**config.mk**
```make
export PLATFORM = sky130hd
export DESIGN_NAME = mem_loader
export DESIGN_NICKNAME = d
export VERILOG_FILES = /design/src/rtl/mem_loader.sv
export SDC_FILE = /design/constraint.sdc
export NUM_CORES = 1
export LEC_CHECK = 0
export BUFFER_PORTS_ARGS = -buffer_cell sky130_fd_sc_hd__buf_4
export CAP_MARGIN = 20
export CELL_PAD_IN_SITES_DETAIL_PLACEMENT = 1
export CELL_PAD_IN_SITES_GLOBAL_PLACEMENT = 1
export CORE_ASPECT_RATIO = 0.6
export CORE_MARGIN = 5
export CORE_UTILIZATION = 41
export DETAILED_ROUTE_END_ITERATION = 12
export HOLD_SLACK_MARGIN = 0.15
export PLACE_DENSITY = 0.76
export SYNTH_ARGS = -nofsm -noshare
export SYNTH_HDL_FRONTEND = slang
export SYNTH_SLANG_ARGS = --single-unit
```
**constraint.sdc**
```tcl
create_clock -name Clk -period 3 [get_ports Clk]
set_clock_uncertainty 0.15 [all_clocks]
set_input_delay 0.3 -clock Clk [delete_from_list [all_inputs] [get_ports Clk]]
set_output_delay 0.3 -clock Clk [all_outputs]
set_load 0.05 [all_outputs]
```
**src/rtl/mem_loader.sv**
```systemverilog
// Byte-stream loader: assembles little-endian words from a valid/ready byte
// source into RAM from address 0 while holding the CPU in reset.
module mem_loader #(
  parameter int unsigned WORD_WIDTH = 32,
  parameter int unsigned ENTRIES    = 100,
  localparam int unsigned BPW       = WORD_WIDTH / 8,
  localparam int unsigned AW        = $clog2(ENTRIES),
  localparam int unsigned BW        = (BPW > 1) ? $clog2(BPW) : 1
) (
  input  logic                  Clk,
  input  logic                  Rst,
  input  logic                  Load_En,
  input  logic                  Byte_Valid,
  input  logic [7:0]            Byte_Data,
  output logic                  Byte_Ready,
  input  logic                  Cpu_WE,
  input  logic [AW-1:0]         Cpu_A,
  input  logic [WORD_WIDTH-1:0] Cpu_WD,
  output logic                  Ram_WE,
  output logic [AW-1:0]         Ram_A,
  output logic [WORD_WIDTH-1:0] Ram_WD,
  output logic                  Cpu_Rst,
  output logic                  Busy,
  output logic                  Done,
  output logic                  Overflow
);

  typedef enum logic [2:0] {
    S_IDLE,
    S_LEN_LO,
    S_LEN_HI,
    S_DATA,
    S_WRITE,
    S_FINISH
  } state_t;

  localparam logic [15:0] ENT16 = 16'(ENTRIES);
  localparam logic [BW-1:0] LAST_IDX = BW'(BPW - 1);

  state_t                state_q;
  logic [15:0]           cnt_q;
  logic [15:0]           len_q;
  logic [BW-1:0]         idx_q;
  logic [WORD_WIDTH-1:0] data_q;
  logic                  done_q;
  logic                  ovf_q;
  logic                  take;
  logic [15:0]           len_full;
  logic [15:0]           cnt_inc;

  assign Byte_Ready = (state_q == S_LEN_LO) || (state_q == S_LEN_HI) || (state_q == S_DATA);
  assign take       = Byte_Valid && Byte_Ready;
  assign len_full   = {Byte_Data, len_q[7:0]};
  assign cnt_inc    = cnt_q + 16'd1;

  assign Busy     = (state_q != S_IDLE);
  assign Cpu_Rst  = (state_q == S_IDLE) ? Rst : 1'b0;
  assign Done     = done_q;
  assign Overflow = ovf_q;

  // Counter keeps running past ENTRIES so oversize streams are drained, not written.
  always_comb begin
    Ram_WE = 1'b0;
    Ram_A  = cnt_q[AW-1:0];
    Ram_WD = data_q;
    if (state_q == S_IDLE) begin
      Ram_WE = Cpu_WE;
      Ram_A  = Cpu_A;
      Ram_WD = Cpu_WD;
    end else if (state_q == S_WRITE) begin
      Ram_WE = (cnt_q < ENT16);
    end
  end

  always_ff @(posedge Clk or negedge Rst) begin
    if (!Rst) begin
      state_q <= S_IDLE;
      cnt_q   <= '0;
      len_q   <= '0;
      idx_q   <= '0;
      data_q  <= '0;
      done_q  <= 1'b0;
      ovf_q   <= 1'b0;
    end else begin
      unique case (state_q)
        S_IDLE: begin
          if (Load_En) begin
            state_q <= S_LEN_LO;
            done_q  <= 1'b0;
            ovf_q   <= 1'b0;
            cnt_q   <= '0;
            idx_q   <= '0;
          end
        end
        S_LEN_LO: begin
          if (take) begin
            len_q[7:0] <= Byte_Data;
            state_q    <= S_LEN_HI;
          end
        end
        S_LEN_HI: begin
          if (take) begin
            len_q[15:8] <= Byte_Data;
            state_q     <= (len_full == 16'd0) ? S_FINISH : S_DATA;
            if (len_full > ENT16) ovf_q <= 1'b1;
          end
        end
        S_DATA: begin
          if (take) begin
            data_q[idx_q*8 +: 8] <= Byte_Data;
            idx_q                <= idx_q + 1'b1;
            if (idx_q == LAST_IDX) state_q <= S_WRITE;
          end
        end
        S_WRITE: begin
          cnt_q   <= cnt_inc;
          idx_q   <= '0;
          state_q <= (cnt_inc == len_q) ? S_FINISH : S_DATA;
        end
        S_FINISH: begin
          done_q  <= 1'b1;
          state_q <= S_IDLE;
        end
        default: state_q <= S_IDLE;
      endcase
    end
  end

endmodule
```
# Word-level counts from Yosys, hierarchy flattened

Index checks and enable logic that the tools add are counted.

Register bits after elaboration: 71
Output and inout port bits: 45
Logic and storage cells: 70

Add/subtract/negate cells: 3
Magnitude comparators: 2
Eq/ne operators: 13
Shift operators: 2
Muxes and demuxes: 24
Reduce and logical (&&, ||, !) cells: 18

Operators by type and width:

| kind                    | count |
|---|---|
| $neg 5->34              | 1 |
| $shift 8x34->32 const A | 1 |
| $shiftx 8x34->32        | 1 |
| $bwmux 32               | 1 |
| $mux 32                 | 1 |
| $pmux 16 s2             | 1 |
| $mux 3                  | 7 |
| $add 16x1->16 const B   | 1 |
| $eq 16x16->1            | 1 |
| $gt 16x7->1 const B     | 1 |
| $logic_not 16->1        | 1 |
| $lt 16x7->1 const B     | 1 |
| $mux 16                 | 1 |
| $pmux 3 s5              | 1 |
| $reduce_and 2->1        | 5 |
| $ne 2x2->1 const B      | 4 |
| $mux 7                  | 1 |
| $eq 3x2->1 const B      | 2 |
| $eq 3x3->1 const B      | 2 |
| $mux 1                  | 6 |
| $pmux 2 s3              | 1 |
| $reduce_bool 2->1       | 3 |
| $reduce_bool 3->1       | 2 |
| $reduce_and 5->1        | 1 |
| other kinds (11)        | 15 |

# Longest topological paths before layout

Gate-level depths: netlist of run 1.

Depth in word-level cells: 6
Depth in mapped cells: 9
Mapped depth without buffers: 7

# Least setup slack after synthesis of run 1

Ideal clock, no wire load.

Path type: register to output
From: reg cnt_q[7]
To: out Ram_WE
Arrival: 2.299 ns
Data required time: 2.550 ns
Path slack: 0.251 ns
Stages on the path, launching flop included: 6
Buffers on the path: 1
Cells stage by stage: dfrtp_1 -> buf_2 -> or4_1 -> nor3_1 -> a41oi_1 -> nor3_1

Longest elaborated chain between the ends: 3

Ends and longest elaborated chain:

| item                   | line | source |
|---|---|---|
| from (decl)            | 41   | `logic [15:0] cnt_q;` |
| from (signal assigned) | 116  | `cnt_q <= cnt_inc;` |
| $lt 16x7->1            | 71   | `Ram_WE = (cnt_q < ENT16);` |
| $mux 1                 | 70   | `end else if (state_q == S_WRITE) begin` |
| $mux 1                 | 66   | `if (state_q == S_IDLE) begin` |
| to (decl)              | 19   | `output logic Ram_WE,` |

No other way between the ends.

# Final worst setup path of run 1

From: reg cnt_q[0]
To: reg state_q[1]

Longest elaborated chain between the ends: 4

Ends and longest elaborated chain:

| item                 | line | source |
|---|---|---|
| $add 16x1->16        | 54   | `assign cnt_inc = cnt_q + 16'd1;` |
| $eq 16x16->1         | 118  | `state_q <= (cnt_inc == len_q) ? S_FINISH : S_DATA;` |
| $mux 3               | 118  |  |
| $pmux 3 s5           | 85   | `unique case (state_q)` |
| to (signal assigned) | 104  | `state_q <= (len_full == 16'd0) ? S_FINISH : S_DATA;` |
| to (signal assigned) | 118  |  |
| to (decl)            | 40   | `state_t state_q;` |

No other way between the ends.
A chain may end at the register's enable or synchronous reset.

==> impl_metrics.csv, run 1 <==
group,metric,value,unit
critical_path,cp.required,3.08,ns
power,p_sw_frac,0.466,
critical_path,crit_type,"reg -> reg",
clock_tree,cts_setup_buffers,0,
clock_tree,cts_tree,"done",
die,std_cell_rows,29,
global_route,antenna_found_initial,0,
logic_synthesis,synth_warnings,0,
clock_tree,cts_max_level,3,
routing,dr.pass1.iters,4,
final_layout,register_area,1780,um^2
power,p_comb_frac,0.508,
power,p_clk_frac,0.188,
placed_design,numPortBuffers,96,
final_layout,fillers,1218,
logic_synthesis,ys_types,58,
global_route,grt_usage,0.230,
placed_design,post-place-ws,0.241,ns
power,switchingPower,2.63,mW
final_layout,area_growth,29.0,%
logic_synthesis,synth_edf_count,0,
global_route,grt_pass1_wl,23000,um
logic_synthesis,synth_nets,527,
critical_path,rrSetupSlack,0.22,ns
power,p_seq_frac,0.304,
logic_synthesis,netlist_instances,469,
placed_design,gp_congestion,0.878,
final_layout,layout.nets,626,
logic_synthesis,synth_flop_cell,"dfrtp_1",
logic_synthesis,netlist_area,4340,um^2
worst_hold_path,hp-class,"in -> reg",
sta,rsz0062_at_grt,"false",
global_route,grt_overflow_total,0,
power,cellLeakagePower,2.47,nW
logic_synthesis,syn_avg_cell_area,9.25,um^2
placed_design,hpwl,10200,um
routing,wl_per_cell,19.4,um
clock_tree,cts_sinks,71,
sta,setup_viol,0,
routing,postRouteAntennaNets,0,
die,start_util,0.415,
global_route,grtUsageMet2,0.381,
power,power_density,1010,nW/um^2
die,core,10500,um^2
run_status,outcome,"finished, final reports clean",
critical_path,worst_setup_path_end_kind,"flip-flop",
routing,postRouteWirelength,13800,um
clock_tree,cts_made_buffers,9,
global_route,grt_max_degree,45,
final_layout,multi_input_area,2410,um^2
sta,min_period,2.78,ns
sta,max_freq,0.359,GHz
critical_path,cp.arrival,2.86,ns
sta,fin_tns_setup,0,ns
power,irDropWorstVdd,0.465,mV
clock_tree,clock_latency,0.34,ns
sta,worstMarginPinSlew,0.752,ns
global_route,met3_usage,0.0460,
final_layout,postLayoutCoreUtil,0.535,
final_layout,num_antenna_cells,0,
flow_run,maxCapViolCount,0,
global_route,top_usage_layer,"met2",
final_layout,drive_above_1_share,0.335,
sta,period_share,0.928,
critical_path,startpoint_type,"flip-flop",
die,pin_count,97,
clock_tree,cts-root-buf,"clkbuf_16",
sta,drv_slew,0,
routing,drc,0,
power,internal-power,3.01,mW
die,die-width,143,um
die,die_height,89.7,um
logic_synthesis,synthArstFlopShare,1.00,
die,die-area,12800,um^2
global_route,grt_pass1_vias,4380,
routing,vias_per_cell,5.57,
routing,num_vias,3969,
power,finalPower,5.63,mW
critical_path,path_max_fanout,10,
logic_synthesis,synth_seq_cells,71,
clock_tree,clk_pin_slew,0.06,ns
routing,drt_iter0_markers,168,
sta,finalHoldViolations,0,
global_route,met1_usage,0.314,
clock_tree,clk_path_buf_depth,2,
logic_synthesis,yosysSeqAreaShare,0.410,
sta,relSlewSlack,0.496,
sta,setup_ws,0.217,ns
-- cell families (layout without fill, tap and decap cells) --
family                   count (synthesis)  after routing  synth area share
XOR/XNOR                                17             17            0.0343
multiplexers                            57             57             0.147
AO/OA/AOI/OAI                          105            105             0.151
buffers and inverters                   38            142            0.0372
adder cells (fa/ha/maj)                  6              6            0.0173
AND/OR/NAND/NOR                        175            175             0.203
flip-flops                              71             71             0.410
-- area by class of cell --
cell class,count,share of cell area
Clock buffer,9,0.0403
Tap cell,139,0.0311
Timing Repair Buffer,116,0.162
Sequential cell,71,0.318
Multi-Input combinational cell,360,0.431
Clock inverter,7,0.0114
Inverter,10,0.00671
-- power by group through the flow --
stage / Clock [mW] / Combinational (mW) / Sequential (mW)
CTS: 1.08 / 2.87 / 1.71
detailed placement: 0 / 2.84 / 1.73
global route: 1.12 / 3.08 / 1.77
finish: 1.06 / 2.86 / 1.71
global placement: 0 / 2.75 / 1.70
floorplan: 0 / 2.17 / 1.51
-- cell usage after synthesis (4+ instances only) --
library cell / number / share of area
nand4_1: 5 / 0.0072
inv_1: 9 / 0.0078
mux2_2: 53 / 0.14
and2_1: 4 / 0.0058
nand2_1: 95 / 0.082
xor2_1: 4 / 0.0081
buf_2: 9 / 0.010
clkbuf_1: 17 / 0.015
nand3_1: 7 / 0.0081
nor3b_1: 4 / 0.0069
o21ai_1: 14 / 0.016
a21oi_1: 9 / 0.010
nor2_1: 21 / 0.018
and3_1: 4 / 0.0058
o21ai_0: 53 / 0.061
dfrtp_1: 71 / 0.41
ha_1: 6 / 0.017
xnor2_1: 13 / 0.026
nor3_2: 5 / 0.012
nor3_1: 10 / 0.012
o31ai_1: 4 / 0.0069
-- worst max-delay path, stage by stage (launching register included) --
cell and delay [ns]:
dfrtp_1 0.53, ha_1 0.41, nand3_2 0.22, buf_4 0.23, nor3_2 0.33, mux2i_1 0.28
a2bb2oi_1 0.25, nand4_1 0.14, o21a_1 0.14
-- state kept, by name, indices dropped and copies added, names as in the netlist --
signal and flops:
state_q 3, len_q 16, idx_q 2, data_q 32
cnt_q 16, Overflow 1, Done 1
-- final timing paths --
path | start | endpoint | cells after the start
setup / recovery | cnt_q[0] | state_q[1] | 8
hold / removal | Byte_Valid | state_q[0] | 3
setup reg to reg | cnt_q[0] | state_q[1] | 8
hold reg to reg | data_q[0] | data_q[0] | 2
max in group asynchronous | Rst | cnt_q[10] | 3
min in group asynchronous | Rst | data_q[21] | 2
-- through the flow --
step,std cells,hold WS [ns],area [um^2]
final,712,0.201,5600
after global routing,712,0.244,5600
after CTS,712,0.200,5590
after detailed placement,686,0.130,5200
after global placement,686,0.129,5200
after floorplan,469,-0.146,4340
-- routing by layer --
metal | vias to the layer above | part of all wire | wire length [um]
met2 | 90 | 0.46 | 6390
met4 | 0 | 0.0093 | 129
met1 | 1998 | 0.47 | 6560
met3 | 12 | 0.054 | 750
li1 | 1869 | - | -
met5 | - | 0 | 0
-- cell usage in the layout, fill, tap and decap left out, types with 3 or more instances in the layout --
| cell type | n |
|---|---|
| buf_4 | 105 |
| nand2_1 | 95 |
| dfrtp_1 | 71 |
| mux2_2 | 53 |
| o21ai_0 | 53 |
| nor2_1 | 21 |
| o21ai_1 | 14 |
| xnor2_1 | 13 |
| dlygate4sd3_1 | 10 |
| inv_1 | 9 |
| nor3_1 | 9 |
| a21oi_1 | 9 |
| clkbuf_16 | 9 |
| nand3_1 | 7 |
| ha_1 | 6 |
| nand4_1 | 5 |
| nor3_2 | 5 |
| clkinv_2 | 5 |
| and2_1 | 4 |
| nor3b_1 | 4 |
| and3_1 | 4 |
| xor2_1 | 4 |
| o31ai_1 | 4 |
| nand2b_1 | 3 |
| nor4_2 | 3 |
-- timing repair --
action                                 CTS  global route
endpoints found under the hold margin   70             0
resized for setup                        0             1
setup endpoints to repair                0             1
hold buffers                            10             0
Power figures use the tool's default switching activity.
==> run 2: changes to the inputs <==
--- a/config.mk
+++ b/config.mk
@@ -11,10 +11,11 @@
 export CELL_PAD_IN_SITES_GLOBAL_PLACEMENT = 1
 export CORE_ASPECT_RATIO = 0.6
 export CORE_MARGIN = 5
-export CORE_UTILIZATION = 41
+export CORE_UTILIZATION = 44
+export CTS_CLUSTER_DIAMETER = 80
 export DETAILED_ROUTE_END_ITERATION = 12
 export HOLD_SLACK_MARGIN = 0.15
-export PLACE_DENSITY = 0.76
+export PLACE_DENSITY = 0.81
 export SYNTH_ARGS = -nofsm -noshare
 export SYNTH_HDL_FRONTEND = slang
 export SYNTH_SLANG_ARGS = --single-unit
==> constraint.sdc (replaced) <==
create_clock -name Clk -period 3.6 [get_ports Clk]
set_clock_uncertainty 0.15 [all_clocks]
set_input_delay 0.36 -clock Clk [delete_from_list [all_inputs] [get_ports Clk]]
set_output_delay 0.36 -clock Clk [all_outputs]
set_load 0.05 [all_outputs]
==> run 2 against run 1 <==
Via count rose by 1.1%. Non-clock buffer count fell by 13. First-iteration DRC count rose by 75%. Sequential power fell by 16%. Clock-buffer cell count rose by 2. Worst hold slack got worse by 0.021 ns. Maximum frequency fell by 5.6%. Die area fell by 6.2%. Global-route usage rose by 2.0 points. Final cell count fell by 2.4%.
==> impl_metrics.csv, run 2 (same netlist as run 1, synthesis figures left out) <==
group,metric,value,unit
global_route,grt_usage,0.250,
routing,postRouteAntennaNets,0,
placed_design,gp_congestion,0.887,
clock_tree,clk_pin_slew,0.06,ns
routing,dr.pass1.iters,4,
worst_hold_path,min_from,"Byte_Data[7]",
critical_path,worst_setup_path_end_kind,"flip-flop",
global_route,met3_usage,0.0598,
sta,setup_viol,0,
global_route,grt_max_degree,45,
final_layout,area_growth,26.7,%
die,pin_count,97,
routing,wl_per_cell,20.8,um
final_layout,top_regs,"data_q x32, cnt_q x16, len_q x16",
critical_path,reg2regPathDepth,7,
die,core,9740,um^2
placed_design,dp_cells,676,
flow_run,maxCapViolCount,0,
worst_hold_path,worstHoldEndpoint,"data_q[15]",
critical_path,crit_type,"reg -> reg",
die,std_cell_rows,28,
sta,drv_slew,0,
placed_design,numPortBuffers,96,
global_route,top_usage_layer,"met2",
clock_tree,cts-root-buf,"clkbuf_16",
power,switchingPower,2.23,mW
final_layout,num_antenna_cells,0,
final_layout,layout.nets,613,
final_layout,final_cells,695,
global_route,grt_overflow_total,0,
critical_path,critPathLaunch,"cnt_q[0]",
die,die_height,86.9,um
power,p_seq_frac,0.299,
die,die-area,12000,um^2
die,die-width,138,um
clock_tree,clock_latency,0.33,ns
global_route,met1_usage,0.339,
clock_tree,cts_resized,0,
final_layout,largest_reg_flops,32,
global_route,grtUsageMet2,0.417,
sta,fin_tns_setup,0,ns
worst_hold_path,min_path_cells,3,
power,internal-power,2.58,mW
power,p_clk_frac,0.209,
routing,drt_iter0_markers,294,
final_layout,drive_above_1_share,0.332,
critical_path,path_max_fanout,10,
critical_path,rrSetupSlack,0.65,ns
power,irDropWorstVdd,0.409,mV
critical_path,cp.required,3.73,ns
final_layout,regMostFlops,"data_q",
global_route,grt_pass1_vias,4300,
die,start_util,0.445,
global_route,antenna_found_initial,0,
clock_tree,cts_setup_buffers,0,
sta,period_share,0.819,
clock_tree,cts_made_buffers,9,
clock_tree,cts_sinks,71,
placed_design,hpwl,10300,um
sta,finalHoldViolations,0,
critical_path,cp.arrival,3.07,ns
sta,min_period,2.95,ns
critical_path,regToRegStartpoint,"cnt_q[0]",
global_route,grt_pass1_wl,23800,um
routing,postRouteWirelength,14500,um
clock_tree,cts_tree,"done",
power,p_sw_frac,0.463,
sta,relSlewSlack,0.297,
power,power_density,875,nW/um^2
sta,rsz0062_at_grt,"false",
sta,max_freq,0.339,GHz
routing,vias_per_cell,5.77,
worst_hold_path,hp-class,"in -> reg",
routing,num_vias,4013,
power,cellLeakagePower,2.41,nW
sta,worstMarginPinSlew,1.05,ns
final_layout,mostFrequentLayoutCell,"buf_4",
clock_tree,cts_max_level,3,
power,finalPower,4.81,mW
critical_path,reg2reg_to,"state_q[2]",
power,p_comb_frac,0.492,
run_status,outcome,"finished, final reports clean",
routing,drc,0,
critical_path,startpoint_type,"flip-flop",
final_layout,mostFrequentLayoutCells,"100 x buf_4, 95 x nand2_1, 71 x dfrtp_1",
final_layout,postLayoutCoreUtil,0.564,
clock_tree,clk_path_buf_depth,2,
## run 2: changes by cell type in the layout (fill, tap and decap cells not counted), moves of 2 or more
cell	previous run	this run
clkinvlp_4	0	2
dlygate4sd3_1	10	2
clkinv_2	5	1
clkbuf_8	0	2
buf_4	105	100
## run 2: cell type report
type,instances,area (um^2)
Inverter,10,37.5
Clock buffer,11,253
Timing Repair Buffer,103,776
Fill cell,1122,4240
Tap cell,135,169
Sequential cell,71,1780
Multi-Input combinational cell,360,2400
Clock inverter,5,80.1
## run 2: worst max-delay path: stages (launching register included)
cell and delay, ns:
dfrtp_1 0.54, ha_1 0.42, nand3_2 0.31, nor3_1 0.45
mux2_2 0.41, a2111oi_0 0.37, nand4_1 0.14, nand2_1 0.08
## run 2: worst max path at each step
stage	endpoint	slack, ns
floorplan	Ram_WE	0.79
global placement	state_q[2]	0.95
detailed placement	state_q[2]	0.75
CTS	state_q[2]	0.70
global route	state_q[2]	0.45
finish	state_q[2]	0.65
## run 2: timing repair
item                       in CTS  in global routing
hold buffers                    2                  0
hold endpoints to repair       33                  0
setup endpoints to repair       0                  0
## run 2: power groups by stage
stage	Combinational [mW]	Sequential (mW)	Clock, mW
2_1_floorplan	1.81	1.26	0
3_3_place_gp	2.24	1.42	0
3_5_place_dp	2.33	1.44	0
4_1_cts	2.37	1.43	1.02
5_1_grt	2.54	1.48	1.05
6_report	2.36	1.44	1.01
## run 2: per-stage QoR
stage | instance area (um^2) | setup slack (ns) | hold slack (ns)
2_1_floorplan | 4340 | 0.791 | -0.0856
3_3_place_gp | 5140 | 0.954 | 0.201
3_5_place_dp | 5140 | 0.746 | 0.197
4_1_cts | 5490 | 0.700 | 0.174
5_1_grt | 5500 | 0.450 | 0.184
6_report | 5500 | 0.653 | 0.180
## run 2: metal layers
metal  vias up  wire (um)
met2       129       6970
met4         0        150
met3        14        938
met1      2034       6400
li1       1836          -
met5         -          0
